### src/rtl/dmem_port_arbiter_if.sv
// dmem_port_arbiter_if: bundles the signals of the data-memory port arbiter.
// The signals fall into three groups:
//   - the MEM-stage core port
//   - the debug/loader port
//   - the BRAM port-B pins
// The master modport is the environment side: the pipeline, the debug
// master and the BRAM. The slave modport is the arbiter itself.
interface dmem_port_arbiter_if #(
    parameter int ADDR_W = 13,
    parameter int DATA_W = 32
);
    localparam int BE_W = DATA_W / 8;

    // Core (MEM stage) side
    logic              core_req;
    logic [BE_W-1:0]   core_we;
    logic [ADDR_W-1:0] core_addr;
    logic [DATA_W-1:0] core_wdata;
    logic [DATA_W-1:0] core_rdata;
    logic              core_stall;

    // Debug / loader side
    logic              dbg_req;
    logic [BE_W-1:0]   dbg_we;
    logic [ADDR_W-1:0] dbg_addr;
    logic [DATA_W-1:0] dbg_wdata;
    logic              dbg_gnt;
    logic              dbg_rvalid;
    logic [DATA_W-1:0] dbg_rdata;
    logic              dbg_halt;
    logic              dbg_halted;
    logic              dbg_err;

    // BRAM port B
    logic [BE_W-1:0]   web;
    logic [ADDR_W-1:0] addrb;
    logic [DATA_W-1:0] dib;
    logic [DATA_W-1:0] dob;

    modport master (
        output core_req, core_we, core_addr, core_wdata,
        output dbg_req, dbg_we, dbg_addr, dbg_wdata, dbg_halt,
        output dob,
        input  core_rdata, core_stall,
        input  dbg_gnt, dbg_rvalid, dbg_rdata, dbg_halted, dbg_err,
        input  web, addrb, dib
    );

    modport slave (
        input  core_req, core_we, core_addr, core_wdata,
        input  dbg_req, dbg_we, dbg_addr, dbg_wdata, dbg_halt,
        input  dob,
        output core_rdata, core_stall,
        output dbg_gnt, dbg_rvalid, dbg_rdata, dbg_halted, dbg_err,
        output web, addrb, dib
    );
endinterface

### src/rtl/dmem_port_arbiter.sv
// dmem_port_arbiter: shares DMEM BRAM port B between the pipeline MEM stage
// and a debug/loader master.
//
// Arbitration and halting:
//   - The core has priority for the port.
//   - A pending debug request wins once it has lost MAX_WAIT cycles in a row.
//   - The debug master can freeze the core (HALTED) to own the port
//     outright, for example during bulk program loading.
//
// Optional feature, enabled by defining DMEM_ARB_PROTECT_EN:
//   - In RUN, debug writes below PROTECT_TOP (the IMEM image region) are
//     consumed but not written.
//   - Each such rejected write raises a one-cycle dbg_err pulse.
module dmem_port_arbiter #(
    parameter int               ADDR_W      = 13,
    parameter int               DATA_W      = 32,
    parameter int               MAX_WAIT    = 8,
    parameter logic [ADDR_W-1:0] PROTECT_TOP = ADDR_W'(13'h0800)
) (
    input logic                 clk,
    input logic                 rst_n,
    dmem_port_arbiter_if.slave  bus
);
    localparam int         BE_W     = DATA_W / 8;
    localparam logic [7:0] WAIT_MAX = 8'(MAX_WAIT);

    typedef enum logic {
        RUN    = 1'b0,
        HALTED = 1'b1
    } state_t;

    state_t            state_q;
    logic [7:0]        waitCnt_q;
    logic [7:0]        waitCnt_d;
    logic              rvalid_q;
    logic              halted_q;
    logic              err_q;

    logic              coreOwns;
    logic              dbgOwns;
    logic              stall;
    logic              wrReject;
    logic [BE_W-1:0]   portWe;
    logic [ADDR_W-1:0] portAddr;
    logic [DATA_W-1:0] portData;

    // Decide who owns the port this cycle (nothing while reset is held).
    always_comb begin
        coreOwns = 1'b0;
        dbgOwns  = 1'b0;
        stall    = 1'b0;
        if (!rst_n) begin
            coreOwns = 1'b0;
        end else if (state_q == HALTED) begin
            stall   = 1'b1;
            dbgOwns = bus.dbg_req;
        end else if (bus.core_req && (!bus.dbg_req || (waitCnt_q < WAIT_MAX))) begin
            coreOwns = 1'b1;
        end else if (bus.dbg_req) begin
            dbgOwns = 1'b1;
            stall   = bus.core_req;
        end
    end

`ifdef DMEM_ARB_PROTECT_EN
    // Reject debug writes into the protected IMEM region while the core runs.
    always_comb begin
        wrReject = dbgOwns && (state_q == RUN) && (bus.dbg_we != '0)
                   && (bus.dbg_addr < PROTECT_TOP);
    end
`else
    logic [ADDR_W-1:0] unusedProtectTop;
    assign unusedProtectTop = PROTECT_TOP;

    // Without protection every granted debug access goes through.
    always_comb begin
        wrReject = 1'b0;
    end
`endif

    // Steer the owner's request onto port B; an idle port drives zeros.
    always_comb begin
        portWe   = '0;
        portAddr = '0;
        portData = '0;
        if (coreOwns) begin
            portWe   = bus.core_we;
            portAddr = bus.core_addr;
            portData = bus.core_wdata;
        end else if (dbgOwns) begin
            portWe   = wrReject ? '0 : bus.dbg_we;
            portAddr = bus.dbg_addr;
            portData = bus.dbg_wdata;
        end
    end

    // Count consecutive cycles a pending debug request lost, saturating.
    always_comb begin
        waitCnt_d = waitCnt_q;
        if ((state_q == HALTED) || !bus.dbg_req || dbgOwns) begin
            waitCnt_d = '0;
        end else if (waitCnt_q < WAIT_MAX) begin
            waitCnt_d = waitCnt_q + 8'd1;
        end
    end

    // RUN/HALTED state machine plus the registered status outputs.
    always_ff @(posedge clk or negedge rst_n) begin
        if (!rst_n) begin
            state_q   <= RUN;
            waitCnt_q <= '0;
            rvalid_q  <= 1'b0;
            halted_q  <= 1'b0;
            err_q     <= 1'b0;
        end else begin
            waitCnt_q <= waitCnt_d;
            rvalid_q  <= dbgOwns && (bus.dbg_we == '0);
            err_q     <= wrReject;
            case (state_q)
                RUN: begin
                    if (bus.dbg_halt && !bus.core_req) begin
                        state_q  <= HALTED;
                        halted_q <= 1'b1;
                    end
                end
                HALTED: begin
                    if (!bus.dbg_halt) begin
                        state_q  <= RUN;
                        halted_q <= 1'b0;
                    end
                end
                default: begin
                    state_q  <= RUN;
                    halted_q <= 1'b0;
                end
            endcase
        end
    end

    assign bus.core_stall = stall;
    assign bus.dbg_gnt    = dbgOwns;
    assign bus.web        = portWe;
    assign bus.addrb      = portAddr;
    assign bus.dib        = portData;
    assign bus.core_rdata = bus.dob;
    assign bus.dbg_rdata  = bus.dob;
    assign bus.dbg_rvalid = rvalid_q;
    assign bus.dbg_halted = halted_q;
    assign bus.dbg_err    = err_q;

endmodule

### src/flat_wrapper.sv
// flat-port wrapper written by rule: the top's interface ports become plain ports
module dmem_port_arbiter_flat 
#(
    parameter int               ADDR_W      = 13,
    parameter int               DATA_W      = 32,
    parameter int               MAX_WAIT    = 8,
    parameter logic [ADDR_W-1:0] PROTECT_TOP = ADDR_W'(13'h0800)
)
  (clk, rst_n, bus_core_req, bus_core_we, bus_core_addr, bus_core_wdata, bus_dbg_req, bus_dbg_we, bus_dbg_addr, bus_dbg_wdata, bus_dbg_halt, bus_dob, bus_core_rdata, bus_core_stall, bus_dbg_gnt, bus_dbg_rvalid, bus_dbg_rdata, bus_dbg_halted, bus_dbg_err, bus_web, bus_addrb, bus_dib);
  dmem_port_arbiter_if #(.ADDR_W(ADDR_W), .DATA_W(DATA_W)) bus_i ();
  input logic clk;
  input logic rst_n;
  input wire logic [$bits(bus_i.core_req)-1:0] bus_core_req;
  input wire logic [$bits(bus_i.core_we)-1:0] bus_core_we;
  input wire logic [$bits(bus_i.core_addr)-1:0] bus_core_addr;
  input wire logic [$bits(bus_i.core_wdata)-1:0] bus_core_wdata;
  input wire logic [$bits(bus_i.dbg_req)-1:0] bus_dbg_req;
  input wire logic [$bits(bus_i.dbg_we)-1:0] bus_dbg_we;
  input wire logic [$bits(bus_i.dbg_addr)-1:0] bus_dbg_addr;
  input wire logic [$bits(bus_i.dbg_wdata)-1:0] bus_dbg_wdata;
  input wire logic [$bits(bus_i.dbg_halt)-1:0] bus_dbg_halt;
  input wire logic [$bits(bus_i.dob)-1:0] bus_dob;
  output wire logic [$bits(bus_i.core_rdata)-1:0] bus_core_rdata;
  output wire logic [$bits(bus_i.core_stall)-1:0] bus_core_stall;
  output wire logic [$bits(bus_i.dbg_gnt)-1:0] bus_dbg_gnt;
  output wire logic [$bits(bus_i.dbg_rvalid)-1:0] bus_dbg_rvalid;
  output wire logic [$bits(bus_i.dbg_rdata)-1:0] bus_dbg_rdata;
  output wire logic [$bits(bus_i.dbg_halted)-1:0] bus_dbg_halted;
  output wire logic [$bits(bus_i.dbg_err)-1:0] bus_dbg_err;
  output wire logic [$bits(bus_i.web)-1:0] bus_web;
  output wire logic [$bits(bus_i.addrb)-1:0] bus_addrb;
  output wire logic [$bits(bus_i.dib)-1:0] bus_dib;
  assign bus_i.core_req = bus_core_req;
  assign bus_i.core_we = bus_core_we;
  assign bus_i.core_addr = bus_core_addr;
  assign bus_i.core_wdata = bus_core_wdata;
  assign bus_i.dbg_req = bus_dbg_req;
  assign bus_i.dbg_we = bus_dbg_we;
  assign bus_i.dbg_addr = bus_dbg_addr;
  assign bus_i.dbg_wdata = bus_dbg_wdata;
  assign bus_i.dbg_halt = bus_dbg_halt;
  assign bus_i.dob = bus_dob;
  assign bus_core_rdata = bus_i.core_rdata;
  assign bus_core_stall = bus_i.core_stall;
  assign bus_dbg_gnt = bus_i.dbg_gnt;
  assign bus_dbg_rvalid = bus_i.dbg_rvalid;
  assign bus_dbg_rdata = bus_i.dbg_rdata;
  assign bus_dbg_halted = bus_i.dbg_halted;
  assign bus_dbg_err = bus_i.dbg_err;
  assign bus_web = bus_i.web;
  assign bus_addrb = bus_i.addrb;
  assign bus_dib = bus_i.dib;
  dmem_port_arbiter #(.ADDR_W(ADDR_W), .DATA_W(DATA_W), .MAX_WAIT(MAX_WAIT), .PROTECT_TOP(PROTECT_TOP)) u_core (.clk(clk), .rst_n(rst_n), .bus(bus_i));
endmodule
### config.mk
export PLATFORM = sky130hd
export DESIGN_NAME = dmem_port_arbiter_flat
export DESIGN_NICKNAME = d
export VERILOG_FILES = /design/src/rtl/dmem_port_arbiter_if.sv /design/src/rtl/dmem_port_arbiter.sv /design/src/flat_wrapper.sv
export SDC_FILE = /design/constraint.sdc
export NUM_CORES = 1
export LEC_CHECK = 0
export BUFFER_PORTS_ARGS = -buffer_cell sky130_fd_sc_hd__buf_4
export CAP_MARGIN = 20
export CORE_AREA = 5 5 95 97
export CTS_BUF_LIST = sky130_fd_sc_hd__clkbuf_4
export DETAILED_ROUTE_END_ITERATION = 8
export DIE_AREA = 0 0 100 102
export GPL_TIMING_DRIVEN = 0
export PLACE_DENSITY = 0.77
export RECOVER_POWER = 50
export SETUP_SLACK_MARGIN = 0.02
export SKIP_LAST_GASP = 1
export SLEW_MARGIN = 20
export SYNTH_ARGS = -nofsm -noshare
export SYNTH_HDL_FRONTEND = slang
export SYNTH_SLANG_ARGS = --single-unit
export TNS_END_PERCENT = 100
### constraint.sdc
create_clock -name clk -period 1.7 [get_ports clk]
set_input_delay 0.34 -clock clk [delete_from_list [all_inputs] [get_ports clk]]
set_output_delay 0.34 -clock clk [all_outputs]
set_load 0.1 [all_outputs]
Word-level counts from Yosys, hierarchy flattened
Index checks and enable logic that the tools add are counted.

Register bits after elaboration: 11. Input port bits: 135. Output and inout bits: 118. Word-level logic and storage cells: 45.

Add/sub/neg operators: 1. $lt $le $gt $ge: 1. Equal/unequal tests: 2. Muxes and demuxes: 25. Bitwise gates (word level): 1. Reductions and logical operators: 11.

Operators by type and width (number): 2-to-1 mux 32 bit (2); 2-to-1 mux 13 bit (2); 2-to-1 mux 8 bit (2); 2-to-1 mux 1 bit (15); adder 8 x 1 -> 8 bit (second input constant) (1); < comparator 8 x 4 -> 1 bit (second input constant) (1); 2-to-1 mux 4 bit (2); logical NOT 4 bit (1); case mux 1 bit (2 select lines) (2); logical AND 1 bit (3); logical OR 1 bit (3); logical NOT 1 bit (2); != test 2 x 1 -> 1 bit (second input constant) (1); != test 2 bit (second input constant) (1); AND reduction 2 bit (1); nonzero test 2 bit (1); NOT 1 bit (1).

Logic depth before layout (Yosys ltp)
Depth in word-level cells: 8. Depth in mapped cells: 5. Mapped depth without buffers: 3.

Least setup slack after synthesis
OpenSTA, ideal clock, no wires.

Path type: register -> output. Start point: reg u_core.state_q. End point: out bus_addrb[10]. Data arrival time: 2.490 ns. Required time: 1.360 ns. Setup slack: -1.130 ns. Cell stages (with the launch flop): 5. Path through: dfrtp_1 nor4b_4 a2bb2oi_2 buf_2 o22ai_1.

Word-level cells in the longest chain between the ends: 4. Elaborated cells on any way between the ends: 6. Classes of those cells: mux: 6.

RTL lines: from (decl) (line dmem_port_arbiter.sv:32) `state_t state_q;`; from (signal assigned) (line dmem_port_arbiter.sv:110) `state_q <= RUN;`; from (signal assigned) (line dmem_port_arbiter.sv:122) `state_q <= HALTED;`; from (signal assigned) (line dmem_port_arbiter.sv:128) `state_q <= RUN;`; 2-to-1 mux 1 bit (line dmem_port_arbiter.sv:54) `end else if (state_q == HALTED) begin`; 2-to-1 mux 1 bit (line dmem_port_arbiter.sv:52) `if (!rst_n) begin`; 2-to-1 mux 13 bit (line dmem_port_arbiter.sv:90) `end else if (dbgOwns) begin`; 2-to-1 mux 13 bit (*) (line dmem_port_arbiter.sv:86) `if (coreOwns) begin`; to (decl) (line flat_wrapper.sv:31) `output wire logic [$bits(bus_i.addrb)-1:0] bus_addrb;`.

Mark *: on every way between the ends. The rest lies on a longest branch, timed or not.

Worst setup path after layout
Start point: reg u_core.waitCnt_q[3]. End point: out bus_dib[27].

Word-level cells in the longest chain between the ends: 8. Elaborated cells on any way between the ends: 11. Classes of those cells: order compare: 1; mux: 8; reduce/logical: 2.

RTL lines: from (decl) (line dmem_port_arbiter.sv:33) `logic [7:0] waitCnt_q;`; from (signal assigned) (line dmem_port_arbiter.sv:116) `waitCnt_q <= waitCnt_d;`; < comparator 8 x 4 -> 1 bit (*) (line dmem_port_arbiter.sv:57) `end else if (bus.core_req && (!bus.dbg_req || (waitCnt_q < WAIT_MAX))) begin`; logical OR 1 bit (*) (line dmem_port_arbiter.sv:57); logical AND 1 bit (*) (line dmem_port_arbiter.sv:57); 2-to-1 mux 1 bit (line dmem_port_arbiter.sv:57); 2-to-1 mux 1 bit (line dmem_port_arbiter.sv:54); 2-to-1 mux 1 bit (line dmem_port_arbiter.sv:52); 2-to-1 mux 32 bit (line dmem_port_arbiter.sv:90); 2-to-1 mux 32 bit (*) (line dmem_port_arbiter.sv:86); to (decl) (line flat_wrapper.sv:32) `output wire logic [$bits(bus_i.dib)-1:0] bus_dib;`.

Marked as above.

==> flow_summary.json <==
{
  "final_util_pct": 63.4,
  "drt_iter0_drc": 55,
  "drive_gt1_share_pct": 71.7,
  "firstDrtPassIters": 4,
  "clk_latency_ps": 260,
  "power.density_nw_per_um2": 638,
  "wl_per_cell_um": 16.1,
  "cp.arrival_ps": 1880,
  "regArea_um2": 277,
  "postRouteAntennaNets": 0,
  "outcome": "finished, violations left",
  "antenna_found_initial": 0,
  "setup_viol": 51,
  "syn-cell-area_um2": 1900,
  "synth_compound_area_share_pct": 24.3,
  "die_area_um2": 10200,
  "slew_headroom_pct": 63.7,
  "vias_per_cell": 4.53,
  "die_w_um": 100,
  "synth-seq-cells": 11,
  "fin_skew_ps": 0.583,
  "maxCapViolations": 0,
  "wl_um": 10000,
  "cts_root_buffer": "clkbuf_4",
  "nFillCells": 665,
  "syn_inst": 282,
  "hp-class": "in2reg",
  "clk_pin_slew_ps": 60,
  "synth_top_family_by_area": "buffers and inverters",
  "worstPathMaxFanout": 5,
  "drc": 0,
  "gp_congestion": 0.794,
  "failed_checks": "setup timing",
  "syn_to_final_growth_pct": 169,
  "startpoint_type": "flop",
  "io-pin-count": 253,
  "rows": 33,
  "ir_drop_mv": 0.404,
  "synth_area_leaders": "buf_4 (28%), nand2_1 (20%), dfrtp_1 (14%)",
  "critPathRequiredTime_ps": 1360,
  "synth_top_area_share_pct": 27.6,
  "power_switching_w": 0.00193,
  "synthMuxAreaShare_pct": 0.592,
  "overflow": 0,
  "grt_pass1_wl_um": 15500,
  "fin_crit_ps": 2220,
  "p_comb_share_pct": 85.7,
  "clockBufferDepth": 2,
  "period_share_pct": 130,
  "clkPwrFrac_pct": 5.7,
  "hpwl_um": 8280,
  "grt_pass1_vias": 3148,
  "crit_type": "reg2out",
  "timing.final.ws_setup_ps": -516,
  "synth_xor_area_share_pct": 0,
  "synthSimpleGateAreaFrac_pct": 27.3,
  "syn_nets": 418,
  "ys_types": 32,
  "ys.warnings.count": 0,
  "clock_sink_count": 11,
  "grt_setup_unrepaired": "yes",
  "p_seq_share_pct": 8.6,
  "async_reset_ff_share_pct": 100,
  "worst_slew_pin_slew_ps": 547,
  "vias": 2808,
  "syn_area_per_cell_um2": 6.74,
  "power.leakage_nw": 2.36,
  "ys_seq_area_share_pct": 14.5,
  "ys.flop_type": "dfrtp_1",
  "synth_area_leader_cell": "buf_4",
  "p_int_w": 0.00133,
  "power_switching_share_pct": 59.2,
  "die_y_um": 102,
  "numCtsBuffers": 3,
  "tritoncts": "built",
  "synthAdderAreaFrac_pct": 0.658,
  "synth_edf_count": 0,
  "num_antenna_cells": 0,
  "fin_nets": 652,
  "start_util_pct": 23.6,
  "power_w": 0.00326,
  "grt_use_total_pct": 18.5,
  "final-hold-violation-count": 0,
  "core_area_um2": 8050,
  "h-tree-depth": 1,
  "grt_max_degree": 12,
  "drv_slew": 0,
  "multi_input_area_um2": 1650,
  "portBuffers": 219,
  "clock.fmax_mhz": 451,
  "end_kind": "output port"
}
-- worst paths after layout --
path | startpoint | end | slack [ps] | depth (start not counted)
min reg2reg | u_core.bus.dbg_halted$_DFFE_PN0P_ | u_core.bus.dbg_halted$_DFFE_PN0P_ | 530 | 2
min in group asynchronous | rst_n | u_core.bus.dbg_rvalid$_DFF_PN0_ | 680 | 2
min | bus_dbg_halt | u_core.bus.dbg_halted$_DFFE_PN0P_ | 310 | 3
max in group asynchronous | rst_n | u_core.state_q$_DFF_PN0_ | 670 | 2
max reg2reg | u_core.waitCnt_q[6]$_DFFE_PN0P_ | u_core.waitCnt_q[2]$_DFFE_PN0P_ | 180 | 6
max | u_core.waitCnt_q[3]$_DFFE_PN0P_ | bus_dib[27] | -520 | 6
-- sequential cells by signal, indices dropped and copies added, names as in the netlist --
register,flops
u_core.waitCnt_q,8
u_core.state_q,1
u_core.bus.dbg_rvalid,1
u_core.bus.dbg_halted,1
-- cells in the mapped netlist (all sizes together) (2+ instances only) --
| library cell | number |
|---|---|
| nor3 | 3 |
| clkbuf | 10 |
| buf | 77 |
| inv | 2 |
| and2 | 5 |
| o22ai | 49 |
| nand2 | 100 |
| a31oi | 3 |
| nor2 | 3 |
| dfrtp | 11 |
| a21oi | 2 |
-- per-layer routing --
layer | vias up | track usage, % | routed length (um)
met5 | - | 0 | 0
met4 | 0 | 2.90 | 168
met3 | 12 | 6.83 | 1110
met2 | 143 | 36.6 | 5700
met1 | 1292 | 18.8 | 3030
li1 | 1361 | - | -
-- power by group through the flow --
stage / clock network (W) / registers (W) / logic, W
6_report: 0.000186 / 0.000281 / 0.00279
5_1_grt: 0.000212 / 0.000283 / 0.00288
4_1_cts: 0.000196 / 0.000281 / 0.00282
3_5_place_dp: 0 / 0.000286 / 0.00248
3_3_place_gp: 0 / 0.000286 / 0.00246
2_1_floorplan: 0 / 0.000312 / 0.00191
-- logic make-up after synthesis --
family | Yosys count
flops | 11
other cells | 1
compound gates | 61
fa+ha+maj | 1
mux | 1
simple gates | 118
buf+inv | 89
-- metrics by stage --
step,hold slack (ps),instance area [um^2],setup WS [ps],TNS (ps),instances
finish,305,5100,-516,-25340,620
global route,309,5100,-601,-29700,620
CTS,299,5130,-573,-27090,618
detailed placement,190,4340,-764,-35260,606
global placement,185,4340,-724,-34540,606
floorplan,44.4,2560,-359,-15330,282
-- layout make-up --
type                            count  share of cell area, %
Clock buffer                        4                  0.588
Multi-Input combinational cell    182                   32.3
Sequential cell                    11                   5.42
Inverter                            2                  0.147
Tap cell                          105                   2.57
Timing Repair Buffer              229                   44.2
Buffer                             87                   14.8
-- critical path: stages, from the launching register on --
cell	delay, ps
dfrtp_1	420
nor4b_4	360
a2bb2oi_4	150
buf_12	170
buf_16	140
o22ai_4	170
buf_12	200
-- cell usage in the layout, fill, tap and decap left out, drive strengths merged --
cell type	n
nor3	3
nand2	100
nor3b	1
mux2	1
a21bo	1
nor4b	1
clkbuf	48
o21a	1
o211a	1
bufbuf	1
o21ai	1
and2	5
a21oi	2
conb	1
o22ai	49
nor2	3
dlygate4sd3	1
a21boi	1
a2bb2oi	1
ha	1
and4	1
dfrtp	11
and3b	1
or4	1
nand2b	1
inv	2
and3	1
a31oi	3
a22o	1
buf	270
-- repair_timing --
action	4_1_cts	5_1_grt
hold buffers	1	0
setup buffers	4	2
pin swaps	8	7
endpoints found under the setup margin	51	51
gates resized for setup	158	9
endpoints found under the hold margin	11	0
gates cloned	3	0
(Power assumes the default switching activity.)
